--- src/rtl/jtag_host_pkg.sv ---
// Shared types and TMS walk constants for the fabric-side JTAG initiator.
package jtag_host_pkg;

    typedef enum logic [1:0] {
        CMD_RESET = 2'd0,
        CMD_IR    = 2'd1,
        CMD_DR    = 2'd2,
        CMD_RSVD  = 2'd3
    } cmd_type_e;

    typedef enum logic [2:0] {
        ST_IDLE,
        ST_WALK_IN,
        ST_SHIFT,
        ST_WALK_OUT,
        ST_RSP
    } state_e;

    // TMS walk patterns, bit 0 is driven first.
    localparam logic [7:0] RESET_TMS  = 8'b0001_1111;  // 1,1,1,1,1,0
    localparam logic [7:0] DR_IN_TMS  = 8'b0000_0001;  // 1,0,0
    localparam logic [7:0] IR_IN_TMS  = 8'b0000_0011;  // 1,1,0,0
    localparam logic [7:0] OUT_TMS    = 8'b0000_0001;  // 1,0

    localparam logic [5:0] RESET_LEN  = 6'd6;
    localparam logic [5:0] DR_IN_LEN  = 6'd3;
    localparam logic [5:0] IR_IN_LEN  = 6'd4;
    localparam logic [5:0] OUT_LEN    = 6'd2;

endpackage

--- src/rtl/jtag_host_if.sv ---
// Command/response channel of the JTAG initiator.
interface jtag_host_if;
    logic        cmd_valid;
    logic        cmd_ready;
    logic [1:0]  cmd_type;
    logic [4:0]  cmd_len_m1;
    logic [31:0] cmd_data;
    logic        rsp_valid;
    logic        rsp_ready;
    logic [31:0] rsp_data;

    modport master (
        output cmd_valid, cmd_type, cmd_len_m1, cmd_data, rsp_ready,
        input  cmd_ready, rsp_valid, rsp_data
    );

    modport slave (
        input  cmd_valid, cmd_type, cmd_len_m1, cmd_data, rsp_ready,
        output cmd_ready, rsp_valid, rsp_data
    );
endinterface

--- src/rtl/jtag_tck_gen.sv ---
// TCK divider: CLK_DIV cycles low then CLK_DIV cycles high, restarting low on enable.
module jtag_tck_gen #(
    parameter int unsigned CLK_DIV = 4
) (
    input  logic clk,
    input  logic rst,
    input  logic en,
    output logic tck,
    output logic tck_rise,
    output logic tck_fall
);

    localparam int unsigned CW = $clog2(CLK_DIV + 1);
    localparam logic [CW-1:0] TERM = CW'(CLK_DIV);

    logic [CW-1:0] cnt_q, cnt_d;
    logic          tck_q, tck_d;
    logic          wrap;

    // The enable is seen one cycle after accept, so the first low phase starts
    // counting from 0 and every later phase reloads to 1; this keeps the first
    // rise at accept+1+CLK_DIV and every phase CLK_DIV cycles long.
    always_comb begin
        wrap     = en && (cnt_q == TERM);
        tck_rise = wrap && !tck_q;
        tck_fall = wrap && tck_q;
        cnt_d    = '0;
        tck_d    = 1'b0;
        if (en) begin
            cnt_d = wrap ? CW'(1) : cnt_q + CW'(1);
            tck_d = tck_q ^ wrap;
        end
    end

    // Divider state registers.
    always_ff @(posedge clk or posedge rst) begin
        if (rst) begin
            cnt_q <= '0;
            tck_q <= 1'b0;
        end else begin
            cnt_q <= cnt_d;
            tck_q <= tck_d;
        end
    end

    assign tck = tck_q;

endmodule

--- src/rtl/jtag_host.sv ---
// Fabric-side JTAG initiator: TAP reset, IR scan and DR scan of 1..32 bits.
module jtag_host
    import jtag_host_pkg::*;
#(
    parameter int unsigned CLK_DIV = 4
) (
    input  logic            sys_clk,
    input  logic            rst,
    jtag_host_if.slave      bus,
    output logic            jtag_tck,
    output logic            jtag_tms,
    output logic            jtag_tdi,
    input  logic            jtag_tdo
);

    state_e      state_q, state_d;
    logic        is_reset_q, is_reset_d;
    logic [5:0]  len_q, len_d;
    logic [5:0]  bit_cnt_q, bit_cnt_d;
    logic [7:0]  walk_pat_q, walk_pat_d;
    logic [31:0] data_q, data_d;
    logic [31:0] cap_q, cap_d;
    logic        tms_q, tms_d;
    logic        tdi_q, tdi_d;
    logic        cmd_ready_q, cmd_ready_d;
    logic        rsp_valid_q, rsp_valid_d;
    logic [31:0] rsp_data_q, rsp_data_d;

    logic        tck_en;
    logic        tck_rise;
    logic        tck_fall;
    logic [4:0]  shift_idx;
    logic [7:0]  in_pat;
    logic [5:0]  in_len;

    assign tck_en = (state_q == ST_WALK_IN) || (state_q == ST_SHIFT) || (state_q == ST_WALK_OUT);

    jtag_tck_gen #(.CLK_DIV(CLK_DIV)) u_tck_gen (
        .clk      (sys_clk),
        .rst      (rst),
        .en       (tck_en),
        .tck      (jtag_tck),
        .tck_rise (tck_rise),
        .tck_fall (tck_fall)
    );

    // Next-state logic: each state advances one bit per TCK falling edge.
    always_comb begin
        state_d     = state_q;
        is_reset_d  = is_reset_q;
        len_d       = len_q;
        bit_cnt_d   = bit_cnt_q;
        walk_pat_d  = walk_pat_q;
        data_d      = data_q;
        cap_d       = cap_q;
        tms_d       = tms_q;
        tdi_d       = tdi_q;
        cmd_ready_d = cmd_ready_q;
        rsp_valid_d = rsp_valid_q;
        rsp_data_d  = rsp_data_q;
        shift_idx   = 5'(len_q - bit_cnt_q - 6'd1);
        in_pat      = RESET_TMS;
        in_len      = RESET_LEN;

        case (state_q)
            ST_IDLE: begin
                if (bus.cmd_valid && cmd_ready_q) begin
                    case (cmd_type_e'(bus.cmd_type))
                        CMD_IR: begin
                            in_pat = IR_IN_TMS;
                            in_len = IR_IN_LEN;
                        end
                        CMD_DR: begin
                            in_pat = DR_IN_TMS;
                            in_len = DR_IN_LEN;
                        end
                        default: begin
                            in_pat = RESET_TMS;
                            in_len = RESET_LEN;
                        end
                    endcase
                    is_reset_d  = (bus.cmd_type != CMD_IR) && (bus.cmd_type != CMD_DR);
                    len_d       = {1'b0, bus.cmd_len_m1} + 6'd1;
                    data_d      = bus.cmd_data;
                    cap_d       = '0;
                    tms_d       = in_pat[0];
                    tdi_d       = 1'b0;
                    walk_pat_d  = in_pat >> 1;
                    bit_cnt_d   = in_len - 6'd1;
                    cmd_ready_d = 1'b0;
                    state_d     = ST_WALK_IN;
                end
            end

            ST_WALK_IN: begin
                if (tck_fall) begin
                    if (bit_cnt_q != 6'd0) begin
                        tms_d      = walk_pat_q[0];
                        walk_pat_d = walk_pat_q >> 1;
                        bit_cnt_d  = bit_cnt_q - 6'd1;
                    end else if (is_reset_q) begin
                        rsp_valid_d = 1'b1;
                        rsp_data_d  = '0;
                        state_d     = ST_RSP;
                    end else begin
                        tms_d     = (len_q == 6'd1);
                        tdi_d     = data_q[0];
                        data_d    = data_q >> 1;
                        bit_cnt_d = len_q - 6'd1;
                        state_d   = ST_SHIFT;
                    end
                end
            end

            ST_SHIFT: begin
                if (tck_rise) begin
                    cap_d[shift_idx] = jtag_tdo;
                end
                if (tck_fall) begin
                    if (bit_cnt_q != 6'd0) begin
                        tms_d     = (bit_cnt_q == 6'd1);
                        tdi_d     = data_q[0];
                        data_d    = data_q >> 1;
                        bit_cnt_d = bit_cnt_q - 6'd1;
                    end else begin
                        tms_d      = OUT_TMS[0];
                        tdi_d      = 1'b0;
                        walk_pat_d = OUT_TMS >> 1;
                        bit_cnt_d  = OUT_LEN - 6'd1;
                        state_d    = ST_WALK_OUT;
                    end
                end
            end

            ST_WALK_OUT: begin
                if (tck_fall) begin
                    if (bit_cnt_q != 6'd0) begin
                        tms_d      = walk_pat_q[0];
                        walk_pat_d = walk_pat_q >> 1;
                        bit_cnt_d  = bit_cnt_q - 6'd1;
                    end else begin
                        rsp_valid_d = 1'b1;
                        rsp_data_d  = cap_q;
                        state_d     = ST_RSP;
                    end
                end
            end

            ST_RSP: begin
                if (bus.rsp_ready) begin
                    rsp_valid_d = 1'b0;
                    cmd_ready_d = 1'b1;
                    state_d     = ST_IDLE;
                end
            end

            default: state_d = ST_IDLE;
        endcase
    end

    // State and registered outputs.
    always_ff @(posedge sys_clk or posedge rst) begin
        if (rst) begin
            state_q     <= ST_IDLE;
            is_reset_q  <= 1'b0;
            len_q       <= '0;
            bit_cnt_q   <= '0;
            walk_pat_q  <= '0;
            data_q      <= '0;
            cap_q       <= '0;
            tms_q       <= 1'b1;
            tdi_q       <= 1'b0;
            cmd_ready_q <= 1'b1;
            rsp_valid_q <= 1'b0;
            rsp_data_q  <= '0;
        end else begin
            state_q     <= state_d;
            is_reset_q  <= is_reset_d;
            len_q       <= len_d;
            bit_cnt_q   <= bit_cnt_d;
            walk_pat_q  <= walk_pat_d;
            data_q      <= data_d;
            cap_q       <= cap_d;
            tms_q       <= tms_d;
            tdi_q       <= tdi_d;
            cmd_ready_q <= cmd_ready_d;
            rsp_valid_q <= rsp_valid_d;
            rsp_data_q  <= rsp_data_d;
        end
    end

    assign jtag_tms      = tms_q;
    assign jtag_tdi      = tdi_q;
    assign bus.cmd_ready = cmd_ready_q;
    assign bus.rsp_valid = rsp_valid_q;
    assign bus.rsp_data  = rsp_data_q;

endmodule

--- src/flat_wrapper.sv ---
// flat-port wrapper written by rule: the top's interface ports become plain ports
module jtag_host_flat import jtag_host_pkg::*;
#(
    parameter int unsigned CLK_DIV = 4
)
  (sys_clk, rst, jtag_tck, jtag_tms, jtag_tdi, jtag_tdo, bus_cmd_valid, bus_cmd_type, bus_cmd_len_m1, bus_cmd_data, bus_rsp_ready, bus_cmd_ready, bus_rsp_valid, bus_rsp_data);
  jtag_host_if bus_i ();
  input  logic sys_clk;
  input  logic rst;
  output logic jtag_tck;
  output logic jtag_tms;
  output logic jtag_tdi;
  input  logic jtag_tdo;
  input wire logic [$bits(bus_i.cmd_valid)-1:0] bus_cmd_valid;
  input wire logic [$bits(bus_i.cmd_type)-1:0] bus_cmd_type;
  input wire logic [$bits(bus_i.cmd_len_m1)-1:0] bus_cmd_len_m1;
  input wire logic [$bits(bus_i.cmd_data)-1:0] bus_cmd_data;
  input wire logic [$bits(bus_i.rsp_ready)-1:0] bus_rsp_ready;
  output wire logic [$bits(bus_i.cmd_ready)-1:0] bus_cmd_ready;
  output wire logic [$bits(bus_i.rsp_valid)-1:0] bus_rsp_valid;
  output wire logic [$bits(bus_i.rsp_data)-1:0] bus_rsp_data;
  assign bus_i.cmd_valid = bus_cmd_valid;
  assign bus_i.cmd_type = bus_cmd_type;
  assign bus_i.cmd_len_m1 = bus_cmd_len_m1;
  assign bus_i.cmd_data = bus_cmd_data;
  assign bus_i.rsp_ready = bus_rsp_ready;
  assign bus_cmd_ready = bus_i.cmd_ready;
  assign bus_rsp_valid = bus_i.rsp_valid;
  assign bus_rsp_data = bus_i.rsp_data;
  jtag_host #(.CLK_DIV(CLK_DIV)) u_core (.sys_clk(sys_clk), .rst(rst), .bus(bus_i), .jtag_tck(jtag_tck), .jtag_tms(jtag_tms), .jtag_tdi(jtag_tdi), .jtag_tdo(jtag_tdo));
endmodule
--- config.mk ---
export PLATFORM = sky130hd
export DESIGN_NAME = jtag_host_flat
export DESIGN_NICKNAME = d
export VERILOG_FILES = /design/src/rtl/jtag_host_pkg.sv /design/src/rtl/jtag_host_if.sv /design/src/rtl/jtag_tck_gen.sv /design/src/rtl/jtag_host.sv /design/src/flat_wrapper.sv
export SDC_FILE = /design/constraint.sdc
export NUM_CORES = 1
export LEC_CHECK = 0
export ABC_AREA = 1
export CAP_MARGIN = 25
export CORE_MARGIN = 4
export CORE_UTILIZATION = 50
export DETAILED_ROUTE_END_ITERATION = 16
export GPL_ROUTABILITY_DRIVEN = 0
export PLACE_DENSITY = 0.73
export SETUP_SLACK_MARGIN = 0.5
export SYNTH_ARGS = -nofsm -noshare
export SYNTH_HDL_FRONTEND = slang
export SYNTH_SLANG_ARGS = --single-unit
--- constraint.sdc ---
create_clock -name sys_clk -period 10.35 [get_ports sys_clk]
set_clock_uncertainty 0.05 [all_clocks]
set_input_delay 2.07 -clock sys_clk [delete_from_list [all_inputs] [get_ports sys_clk]]
set_output_delay 2.07 -clock sys_clk [all_outputs]
set_load 0.005 [all_outputs]
==> reports/metrics.csv <==
metric,value,unit
R2R Path End,u_core.cap_q[29],
Core Rows,41,
Vias,5636,
Worst-Margin Slew,1.002,ns
Post-synth EDFFs,0,
RSZ-0062 raised after global routing,no,
cell area after layout,8068,sq um
minimum clock period,4.522,ns
ys flop type,dfrtp_1,
DRT antenna net count,0,
Netlist Area Pre-Place,6599,sq um
clock root buffer,clkbuf_16,
crit-path max FO,33,
Crit Reg-Reg Startpoint,u_core.state_q[2],
Yosys cell types,36,
clk buf depth,2,
Gate Count Post-Synth,842,
"flops & latches, synth",124,
GR Util met1,0.2976,
"Seq/Total Area, Yosys",0.4706,
most used routing layer,met2,
Hold Buf Count CTS,0,
core area,12770,sq um
Reg2Reg Setup Slack,7.19,ns
Lkg Pwr,3.753,nW
cts bufs inserted,17,
initial antenna violation count,0,
CP endpoint kind,register,
drt via density,5.166,
"commonest non-fill, non-tap cell in the layout",nand2_1,
final worst slack,5.828,ns
clk_lat worst skew,0.42,ns
final setup violation count,0,
Async SR Flop Fraction,1.000,
final wirelength,14.81,mm
vias in the first global route,5199,
dpl ws,5.414,ns
Hold Crit Start,u_core.jtag_tms,
layout cells sized above 1,0.1012,
number of H-tree levels,4,
syn_nets,903,
placed cell areas,7453,sq um
Slew HR,0.3311,
DIE AREA,15100,sq um
CTS tree,yes,
Tot Pwr,1.126,mW
Max Fclk,221.1,MHz
I/O pin total,81,
worst path arrival time,4.83,ns
drt first-iter violations,466,
Max VDD drop,0.0001144,V
P&R area growth vs syn,22.26,%
DP HPWL,9.475,mm
outcome,completed,
DRT Pass-1 Iters,6,
largest net degree at the start of global routing,75,
clk slew on worst S/H paths,0.05,ns
Worst EP required,10.66,ns
nets@finish,967,
syn avg cell area,7.837,sq um
Max Transition Viols Final,0,
Post-CTS Setup Repair Bufs,0,
Worst Hold Path EP,u_core.jtag_tms,
Yosys Warn Count,0,
Initial Util,0.5166,
post-DR wirelength/cell,13.57,um
CP Launch Type,input port,
ANT cells,0,
R2R cell count,8,
PD cells,139.6,nW/um^2
Min-Delay Path Depth,2,
M2 GR Usage,0.3225,
die height,122.9,um
total of max-cap violations,0,
GRT Residual Overflow,0,
setup_tns,0,ns
crit share post-route,0.4370,
Setup CP Type,in2reg,
"commonest non-fill, non-tap cells in the layout","nand2_1 (306), dfrtp_1 (122), clkdlybuf4s50_1 (80)",
CTS resizes,0,
Placed Cells,1059,
Clock Sinks,124,
final hold violations,0,
PortBufs,80,
GR Layer Usage met3,0.05576,
Die Width,122.9,um
HP Class,reg2reg,
first-pass GRT wire length,25.26,mm
gr usage total,0.2122,
DR DRC count,0,
final std cells w/o fill,1091,
-- metrics by stage --
step | hold WS, ns | utilization
3_5_place_dp | 0.4071 | 0.5835
4_1_cts | 0.4224 | 0.6316
6_report | 0.4177 | 0.6316
3_3_place_gp | 0.4072 | 0.5835
5_1_grt | 0.4400 | 0.6316
2_1_floorplan | 0.3920 | -
-- power breakdown --
part	switching, mW	internal (mW)	total, mW	leakage [nW]
registers	0	0.485	0.485	1.69
logic	0.0132	0.0155	0.0287	1.77
clock network	0.214	0.398	0.613	0.294
-- synthesized netlist by cell type (2+ instances only) --
| master | count | area [sq um] |
|---|---|---|
| a21oi_1 | 11 | 55.05 |
| buf_1 | 3 | 11.26 |
| buf_2 | 8 | 40.04 |
| buf_4 | 3 | 22.52 |
| buf_6 | 3 | 33.78 |
| clkbuf_1 | 21 | 78.83 |
| dfrtp_1 | 122 | 3053 |
| dfstp_2 | 2 | 52.55 |
| ha_1 | 16 | 200.2 |
| inv_1 | 43 | 161.4 |
| inv_2 | 9 | 33.78 |
| nand2_1 | 306 | 1149 |
| nand2_2 | 6 | 37.54 |
| nand3_1 | 49 | 245.2 |
| nand3_2 | 2 | 20.02 |
| nand4_1 | 35 | 219.0 |
| nor2_1 | 17 | 63.81 |
| nor2_2 | 4 | 25.02 |
| nor3_1 | 2 | 10.01 |
| o21ai_0 | 61 | 305.3 |
| o21ai_1 | 32 | 160.2 |
| o22ai_1 | 2 | 12.51 |
| or2_0 | 6 | 37.54 |
| or2_1 | 24 | 150.1 |
| or2_2 | 34 | 212.7 |
| xnor2_1 | 5 | 43.79 |
| xor2_1 | 7 | 61.31 |
-- worst max-delay path by stage --
stage                   from             endpoint  slack, ns  cells past startpoint
6_report       bus_cmd_valid     u_core.cap_q[29]       5.83                      8
5_1_grt        bus_cmd_valid     u_core.cap_q[31]       5.66                      8
4_1_cts        bus_cmd_valid     u_core.cap_q[31]       5.86                      8
3_5_place_dp   bus_cmd_valid     u_core.cap_q[29]       5.41                      8
3_3_place_gp   bus_cmd_valid     u_core.cap_q[31]       5.40                      8
2_1_floorplan            rst  u_core.bit_cnt_q[0]       4.93                      1
-- critical path, stage by stage --
cell and delay, ns:
clkdlybuf4s50_1 0.47, nand2_1 0.11, nor3_4 0.42, inv_2 0.14
nand2_2 0.50, nand3_2 0.56, or2_2 0.47, nand2_1 0.06
-- logic make-up after synthesis --
| group | synth area share |
|---|---|
| AOI/OAI and AO/OA | 0.08419 |
| adders and majority gates | 0.03337 |
| buffers and inverters | 0.05783 |
| DFF | 0.4706 |
| and+or+nand+nor | 0.3381 |
| xor gates and xnor gates | 0.01593 |
-- flip-flops by register name, summed over array words and instances, names as in the netlist, 3 cells and up --
name,cells
u_core.bus.rsp_data,32
u_core.state_q,3
u_core.u_tck_gen.cnt_q,3
u_core.cap_q,32
u_core.bit_cnt_q,6
u_core.walk_pat_q,4
u_core.len_q,6
u_core.data_q,32
-- final cells by class --
class	instances	area [sq um]
Clock inverter	9	136.4
Tap cell	172	215.2
Clock buffer	23	478.0
Inverter	52	197.7
Fill cell	1110	4706
Timing Repair Buffer	83	823.3
Sequential cell	124	3105
Multi-Input combinational cell	628	3112
-- layer usage --
layer | up-vias | wire length (um) | part of all wire
li1 | 2859 | - | -
met1 | 2600 | 7041 | 0.48
met2 | 147 | 6717 | 0.45
met3 | 30 | 815 | 0.055
met4 | 0 | 231 | 0.016
met5 | - | 0 | 0
Power figures use the tool's default switching activity.
